==> config.mk <==
export PLATFORM = sky130hd
export DESIGN_NAME = p_mem_ctrl_flat
export DESIGN_NICKNAME = d
export VERILOG_FILES = /design/src/rtl/p_mem_ctrl_if.sv /design/src/rtl/p_mem_ctrl.sv /design/src/flat_wrapper.sv
export SDC_FILE = /design/constraint.sdc
export NUM_CORES = 1
export LEC_CHECK = 0
export CORE_ASPECT_RATIO = 1.25
export CORE_MARGIN = 5
export CORE_UTILIZATION = 50
export DETAILED_ROUTE_END_ITERATION = 8
export MAX_ROUTING_LAYER = met4
export PLACE_DENSITY = 0.81
export SLEW_MARGIN = 20
export SYNTH_ARGS = -nofsm -noshare
export SYNTH_HDL_FRONTEND = slang
export SYNTH_SLANG_ARGS = --single-unit
==> constraint.sdc <==
create_clock -name clk_in -period 3.4 [get_ports clk_in]
set_clock_uncertainty 0.1 [all_clocks]
set_input_delay 0.68 -clock clk_in [delete_from_list [all_inputs] [get_ports clk_in]]
set_output_delay 0.68 -clock clk_in [all_outputs]
set_load 0.05 [all_outputs]
==> src/rtl/p_mem_ctrl_if.sv <==
// ============================================================================
// p_mem_ctrl_if : requester (IF / MEM) and byte-wide RAM bus bundle
// Rev 1.0 - initial release
// ============================================================================
`default_nettype none

interface p_mem_ctrl_if;
  logic        rdy_in;
  logic        if_req;
  logic [31:0] if_addr;
  logic        if_done;
  logic [31:0] if_data;
  logic        mem_req;
  logic        mem_we;
  logic [1:0]  mem_len;
  logic        mem_sext;
  logic [31:0] mem_addr;
  logic [31:0] mem_wdata;
  logic        mem_done;
  logic [31:0] mem_rdata;
  logic [31:0] ram_a;
  logic        ram_wr;
  logic [7:0]  ram_dout;
  logic [7:0]  ram_din;

  // Controller side
  modport slave (
    input  rdy_in, if_req, if_addr, mem_req, mem_we, mem_len, mem_sext,
           mem_addr, mem_wdata, ram_din,
    output if_done, if_data, mem_done, mem_rdata, ram_a, ram_wr, ram_dout
  );

  // Requester / RAM side
  modport master (
    output rdy_in, if_req, if_addr, mem_req, mem_we, mem_len, mem_sext,
           mem_addr, mem_wdata, ram_din,
    input  if_done, if_data, mem_done, mem_rdata, ram_a, ram_wr, ram_dout
  );
endinterface

`default_nettype wire

==> src/rtl/p_mem_ctrl.sv <==
// ============================================================================
// p_mem_ctrl : arbitrates IF fetches and MEM loads/stores onto a byte-wide RAM
// Rev 1.0 - initial release
// ============================================================================
`default_nettype none

module p_mem_ctrl (
  input  logic         clk_in,
  input  logic         rst_in,
  p_mem_ctrl_if.slave  bus
);

  typedef enum logic [1:0] {
    S_IDLE  = 2'd0,
    S_READ  = 2'd1,
    S_WRITE = 2'd2,
    S_DONE  = 2'd3
  } state_t;

  state_t      r_state;
  logic        r_is_mem;
  logic [31:0] r_addr;
  logic [2:0]  r_n;
  logic        r_sext;
  logic [31:0] r_wdata;
  logic [2:0]  r_i;
  logic [2:0]  r_c;
  logic        r_inflight;
  logic [31:0] r_buf;
  logic [31:0] r_last_a;
  logic        r_if_done;
  logic        r_mem_done;
  logic [31:0] r_if_data;
  logic [31:0] r_mem_rdata;

  logic        w_issue_rd;
  logic        w_issue_wr;
  logic        w_issue;
  logic [31:0] w_issue_a;
  logic [7:0]  w_wbyte;
  logic        w_cap;
  logic [2:0]  w_c_after;
  logic [2:0]  w_req_n;
  logic [31:0] w_buf_next;
  logic [31:0] w_ext;

  assign w_issue_rd = (r_state == S_READ) && bus.rdy_in && (r_i < r_n);
  assign w_issue_wr = (r_state == S_WRITE) && bus.rdy_in;
  assign w_issue    = w_issue_rd || w_issue_wr;
  assign w_issue_a  = r_addr + {29'd0, r_i};

  // The RAM returns data one cycle after the address, so capture trails issue
  assign w_cap      = (r_state == S_READ) && r_inflight;
  assign w_c_after  = r_c + {2'd0, w_cap};

  assign w_req_n = (bus.mem_len == 2'd0) ? 3'd1 :
                   (bus.mem_len == 2'd1) ? 3'd2 : 3'd4;

  always_comb begin
    w_wbyte = r_wdata[7:0];
    case (r_i[1:0])
      2'd0:    w_wbyte = r_wdata[7:0];
      2'd1:    w_wbyte = r_wdata[15:8];
      2'd2:    w_wbyte = r_wdata[23:16];
      default: w_wbyte = r_wdata[31:24];
    endcase
  end

  always_comb begin
    w_buf_next = r_buf;
    if (w_cap) begin
      case (r_c[1:0])
        2'd0:    w_buf_next[7:0]   = bus.ram_din;
        2'd1:    w_buf_next[15:8]  = bus.ram_din;
        2'd2:    w_buf_next[23:16] = bus.ram_din;
        default: w_buf_next[31:24] = bus.ram_din;
      endcase
    end
  end

  always_comb begin
    w_ext = w_buf_next;
    case (r_n)
      3'd1:    w_ext = {{24{r_sext & w_buf_next[7]}},  w_buf_next[7:0]};
      3'd2:    w_ext = {{16{r_sext & w_buf_next[15]}}, w_buf_next[15:0]};
      default: w_ext = w_buf_next;
    endcase
  end

  assign bus.ram_a     = w_issue ? w_issue_a : r_last_a;
  assign bus.ram_wr    = w_issue_wr;
  assign bus.ram_dout  = w_issue_wr ? w_wbyte : 8'd0;
  assign bus.if_done   = r_if_done;
  assign bus.if_data   = r_if_data;
  assign bus.mem_done  = r_mem_done;
  assign bus.mem_rdata = r_mem_rdata;

  always_ff @(posedge clk_in) begin
    if (rst_in) begin
      r_state     <= S_IDLE;
      r_is_mem    <= 1'b0;
      r_addr      <= 32'd0;
      r_n         <= 3'd4;
      r_sext      <= 1'b0;
      r_wdata     <= 32'd0;
      r_i         <= 3'd0;
      r_c         <= 3'd0;
      r_inflight  <= 1'b0;
      r_buf       <= 32'd0;
      r_last_a    <= 32'd0;
      r_if_done   <= 1'b0;
      r_mem_done  <= 1'b0;
      r_if_data   <= 32'd0;
      r_mem_rdata <= 32'd0;
    end else begin
      r_if_done   <= 1'b0;
      r_mem_done  <= 1'b0;
      r_if_data   <= 32'd0;
      r_mem_rdata <= 32'd0;
      if (w_issue) r_last_a <= w_issue_a;

      case (r_state)
        S_IDLE: begin
          r_i        <= 3'd0;
          r_c        <= 3'd0;
          r_inflight <= 1'b0;
          r_buf      <= 32'd0;
          if (bus.mem_req) begin
            r_is_mem <= 1'b1;
            r_addr   <= bus.mem_addr;
            r_n      <= w_req_n;
            r_sext   <= bus.mem_sext & ~bus.mem_we;
            r_wdata  <= bus.mem_wdata;
            r_state  <= bus.mem_we ? S_WRITE : S_READ;
          end else if (bus.if_req) begin
            r_is_mem <= 1'b0;
            r_addr   <= bus.if_addr;
            r_n      <= 3'd4;
            r_sext   <= 1'b0;
            r_state  <= S_READ;
          end
        end

        S_READ: begin
          if (w_issue_rd) begin
            r_i        <= r_i + 3'd1;
            r_inflight <= 1'b1;
          end else begin
            r_inflight <= 1'b0;
          end
          if (w_cap) begin
            r_buf <= w_buf_next;
            r_c   <= w_c_after;
          end
          // A stalled cycle holds the state even when the last byte lands
          if (bus.rdy_in && (w_c_after == r_n)) begin
            r_state <= S_DONE;
            if (r_is_mem) begin
              r_mem_done  <= 1'b1;
              r_mem_rdata <= w_ext;
            end else begin
              r_if_done <= 1'b1;
              r_if_data <= w_buf_next;
            end
          end
        end

        S_WRITE: begin
          if (bus.rdy_in) begin
            r_i <= r_i + 3'd1;
            if (r_i == (r_n - 3'd1)) begin
              r_state    <= S_DONE;
              r_mem_done <= 1'b1;
            end
          end
        end

        S_DONE:  r_state <= S_IDLE;
        default: r_state <= S_IDLE;
      endcase
    end
  end

endmodule

`default_nettype wire

==> src/flat_wrapper.sv <==
// flat-port wrapper written by rule: the top's interface ports become plain ports
module p_mem_ctrl_flat 
  (clk_in, rst_in, bus_rdy_in, bus_if_req, bus_if_addr, bus_mem_req, bus_mem_we, bus_mem_len, bus_mem_sext, bus_mem_addr, bus_mem_wdata, bus_ram_din, bus_if_done, bus_if_data, bus_mem_done, bus_mem_rdata, bus_ram_a, bus_ram_wr, bus_ram_dout);
  p_mem_ctrl_if bus_i ();
  input  logic clk_in;
  input  logic rst_in;
  input wire logic [$bits(bus_i.rdy_in)-1:0] bus_rdy_in;
  input wire logic [$bits(bus_i.if_req)-1:0] bus_if_req;
  input wire logic [$bits(bus_i.if_addr)-1:0] bus_if_addr;
  input wire logic [$bits(bus_i.mem_req)-1:0] bus_mem_req;
  input wire logic [$bits(bus_i.mem_we)-1:0] bus_mem_we;
  input wire logic [$bits(bus_i.mem_len)-1:0] bus_mem_len;
  input wire logic [$bits(bus_i.mem_sext)-1:0] bus_mem_sext;
  input wire logic [$bits(bus_i.mem_addr)-1:0] bus_mem_addr;
  input wire logic [$bits(bus_i.mem_wdata)-1:0] bus_mem_wdata;
  input wire logic [$bits(bus_i.ram_din)-1:0] bus_ram_din;
  output wire logic [$bits(bus_i.if_done)-1:0] bus_if_done;
  output wire logic [$bits(bus_i.if_data)-1:0] bus_if_data;
  output wire logic [$bits(bus_i.mem_done)-1:0] bus_mem_done;
  output wire logic [$bits(bus_i.mem_rdata)-1:0] bus_mem_rdata;
  output wire logic [$bits(bus_i.ram_a)-1:0] bus_ram_a;
  output wire logic [$bits(bus_i.ram_wr)-1:0] bus_ram_wr;
  output wire logic [$bits(bus_i.ram_dout)-1:0] bus_ram_dout;
  assign bus_i.rdy_in = bus_rdy_in;
  assign bus_i.if_req = bus_if_req;
  assign bus_i.if_addr = bus_if_addr;
  assign bus_i.mem_req = bus_mem_req;
  assign bus_i.mem_we = bus_mem_we;
  assign bus_i.mem_len = bus_mem_len;
  assign bus_i.mem_sext = bus_mem_sext;
  assign bus_i.mem_addr = bus_mem_addr;
  assign bus_i.mem_wdata = bus_mem_wdata;
  assign bus_i.ram_din = bus_ram_din;
  assign bus_if_done = bus_i.if_done;
  assign bus_if_data = bus_i.if_data;
  assign bus_mem_done = bus_i.mem_done;
  assign bus_mem_rdata = bus_i.mem_rdata;
  assign bus_ram_a = bus_i.ram_a;
  assign bus_ram_wr = bus_i.ram_wr;
  assign bus_ram_dout = bus_i.ram_dout;
  p_mem_ctrl u_core (.clk_in(clk_in), .rst_in(rst_in), .bus(bus_i));
endmodule
==> results_dict.tcl <==
set metrics [dict create \
    synth_warnings 0 \
    synth_enable_flop_cells 0 \
    cts_tree "yes" \
    wl_met3_mm 1.75 \
    worst-endpoint-arrival_ps 2810 \
    grt_pass1_wl_mm 40.4 \
    clock_power_share 0.242 \
    synth_top_family_by_area "simple AND/OR/NAND/NOR gates" \
    grt_usage 0.242 \
    die_w_um 130 \
    die-height_um 159 \
    ir_drop_mv 0.457 \
    met2WireLength_mm 13.5 \
    yosysTopAreaCell "dfxtp_1" \
    fp.coreArea_um2 17500 \
    path_clk_slew_ps 60 \
    cts.path.max_buffers 3 \
    fin_crit_sh 1.06 \
    pwr_density_cell_nw_per_um2 768 \
    nets 1409 \
    slew_headroom 0.441 \
    overflow 0 \
    setup_violations 11 \
    cts_hold_buf 0 \
    grt_pass1_vias 8269 \
    dpl_cell_area_um2 11900 \
    max_slew.worst_pin.slew_ps 839 \
    syn_area_um2 8930 \
    cts-buffers-inserted 21 \
    via_per_inst 5.62 \
    m1WireLength_mm 10.2 \
    synth_ff_type "dfxtp_1" \
    switching_share 0.379 \
    rows 54 \
    dr.max_layer_used "met4" \
    cap_violations 0 \
    failed_checks "negative setup slack" \
    p_int_mw 6.36 \
    status "finished with violations" \
    drive_gt1_frac 0.184 \
    synth_compound_area_frac 0.155 \
    hold_viol 0 \
    hp-class "reg2reg" \
    dpl_worst_slack_ps -81.3 \
    wire_per_inst_um 17.5 \
    synth_xor_area_frac 0.0345 \
    num_vias 8516 \
    fill_cells 1143 \
    area_delta_synth_final_pct 49.4 \
    critPathRequiredTime_ps 2620 \
    yosys.area.top_type_share 0.466 \
    setup_slack_ps -191 \
    rsz0062_at_grt "true" \
    netlist_top_cells_area "dfxtp_1, nor2_1, mux2i_1" \
    route.detailed.drc 0 \
    drt_first_pass_iters 6 \
    power.leakage_nw 5.02 \
    postSynth.asyncResetShare 0 \
    yosys.area_share.adder 0.0275 \
    antenna_found_initial 1 \
    cts-htree-levels 1 \
    ant_nets 0 \
    clk_latency_ps 490 \
    synth.mux.area_fraction 0.0741 \
    power.net_switching_mw 3.89 \
    syn_inst 1046 \
    crit_type "reg2out" \
    final_common_cell "nor2_1" \
    layout_common_cells "nor2_1, dfxtp_1, clkdlybuf4s50_1" \
    pwr-share-comb 0.451 \
    num_io_pins 220 \
    final_cell_area_um2 13300 \
    syn_nets 1178 \
    gp_congestion 0.858 \
    rr_startpoint "u_core.r_state[1]$_SDFFE_PP0P_" \
    start_kind "register" \
    drt_wl_total_mm 26.6 \
    start_util 0.510 \
    fin_util 0.763 \
    avgSynthCellArea_um2 8.54 \
    pwr-share-seq 0.307 \
    seqCellArea_um2 4180 \
    end_kind "primary output" \
    cts_root_buffer "clkbuf_16" \
    holdCritStartpoint "u_core.r_wdata[8]$_SDFFE_PP0P_" \
    hpwl_mm 17.5 \
    worstPathMaxFanout 5 \
    dieArea_um2 20600 \
    multi_input_area_um2 4900 \
    drt_iter0_markers 650 \
    grt_max_degree 77 \
    numPortBuffers 219 \
    cts_sinks 208 \
    fmax_ghz 0.278 \
    drv_slew 0 \
    synth_seq_cells 208 \
    post_synth_num_cell_types 53 \
    crit_path_start "u_core.r_i[0]$_SDFFE_PP0P_" \
    min_period_ps 3590 \
    synth-simple-area-share 0.197 \
    ys_seq_area_frac 0.466 \
]
final timing paths:
check,depth (start not counted),slack (ps),to
worst max-delay path,9,-190,bus_ram_a[30]
worst min register to register,2,360,u_core.r_wdata[8]$_SDFFE_PP0P_
worst max register to register,12,410,u_core.r_state[0]$_SDFFE_PP0P_
worst min-delay path,2,360,u_core.r_wdata[8]$_SDFFE_PP0P_
registers in the layout (all words and copies together), names as in the netlist:
register              flops
u_core.r_is_mem           1
u_core.r_c                3
u_core.r_addr            32
u_core.r_sext             1
u_core.r_state            2
u_core.r_i                3
u_core.bus.if_data       32
u_core.r_buf             32
u_core.r_wdata           32
u_core.r_inflight         1
u_core.bus.mem_done       1
u_core.bus.mem_rdata     32
u_core.r_n                3
u_core.r_last_a          32
u_core.bus.if_done        1
what timing repair did:
item	4_1_cts	5_1_grt
cloned	2	0
pin swaps	16	20
setup buffers	9	12
endpoints found under the setup margin	32	30
resized for setup	53	42
power by group through the flow:
stage | registers, mW | logic [mW] | clock network [mW]
after global placement | 3.12 | 4.18 | 0
after detailed placement | 3.13 | 4.26 | 0
final | 3.15 | 4.63 | 2.48
after floorplan | 3.04 | 2.45 | 0
after global routing | 3.18 | 4.86 | 2.62
after CTS | 3.10 | 4.41 | 2.51
cell families after synthesis:
kind of cell             count (synthesis)
adder cells (fa/ha/maj)                 19
buffers and inverters                  103
multiplexers                            66
XOR/XNOR                                32
flip-flops                             208
AND/OR/NAND/NOR                        409
AO/OA/AOI/OAI                          209
Yosys cell counts, types with 5 or more instances:
cell type,count
o21ai_0,6
o21ai_1,6
a222oi_1,8
buf_2,12
nor3_1,17
nand3_1,10
mux2i_1,65
nor4_1,10
xor2_1,5
a211oi_1,60
clkbuf_1,56
a21oi_1,80
dfxtp_1,208
clkbuf_2,7
nand2_1,86
a22oi_1,33
ha_1,18
xnor2_1,25
and4_1,6
nor2b_1,8
inv_1,24
nor2_1,244
nand4_1,7
per-layer routing:
| metal | global-route usage | vias up |
|---|---|---|
| met1 | 0.271 | 3984 |
| li1 | - | 4081 |
| met3 | 0.0376 | 88 |
| met2 | 0.425 | 363 |
| met4 | 0.0969 | 0 |
| met5 | - | - |
area by class of cell:
type                            count  share of cell area
Antenna cell                        1            0.000188
Clock buffer                       30              0.0457
Clock inverter                      7              0.0106
Inverter                           24             0.00675
Multi-Input combinational cell    736               0.367
Sequential cell                   208               0.314
Tap cell                          224              0.0210
Timing Repair Buffer              286               0.235
stage by stage:
step | setup TNS, ps | hold WS, ps | power (mW) | cells
after floorplan | -43.3 | 336 | 5.49 | 1046
after global placement | -491 | 342 | 7.30 | 1455
after detailed placement | -1230 | 346 | 7.38 | 1455
after CTS | -194 | 355 | 10.0 | 1503
after global routing | -1880 | 372 | 10.7 | 1516
final | -745 | 357 | 10.2 | 1516
critical path, stage by stage (launching register included):
cell,delay (ps)
dfxtp_2,360
ha_4,150
inv_2,40
fa_2,370
nor2b_4,170
o2111ai_4,230
nor4_4,440
xnor2_2,190
a21oi_2,210
buf_12,150
(Power assumes the default switching activity.)
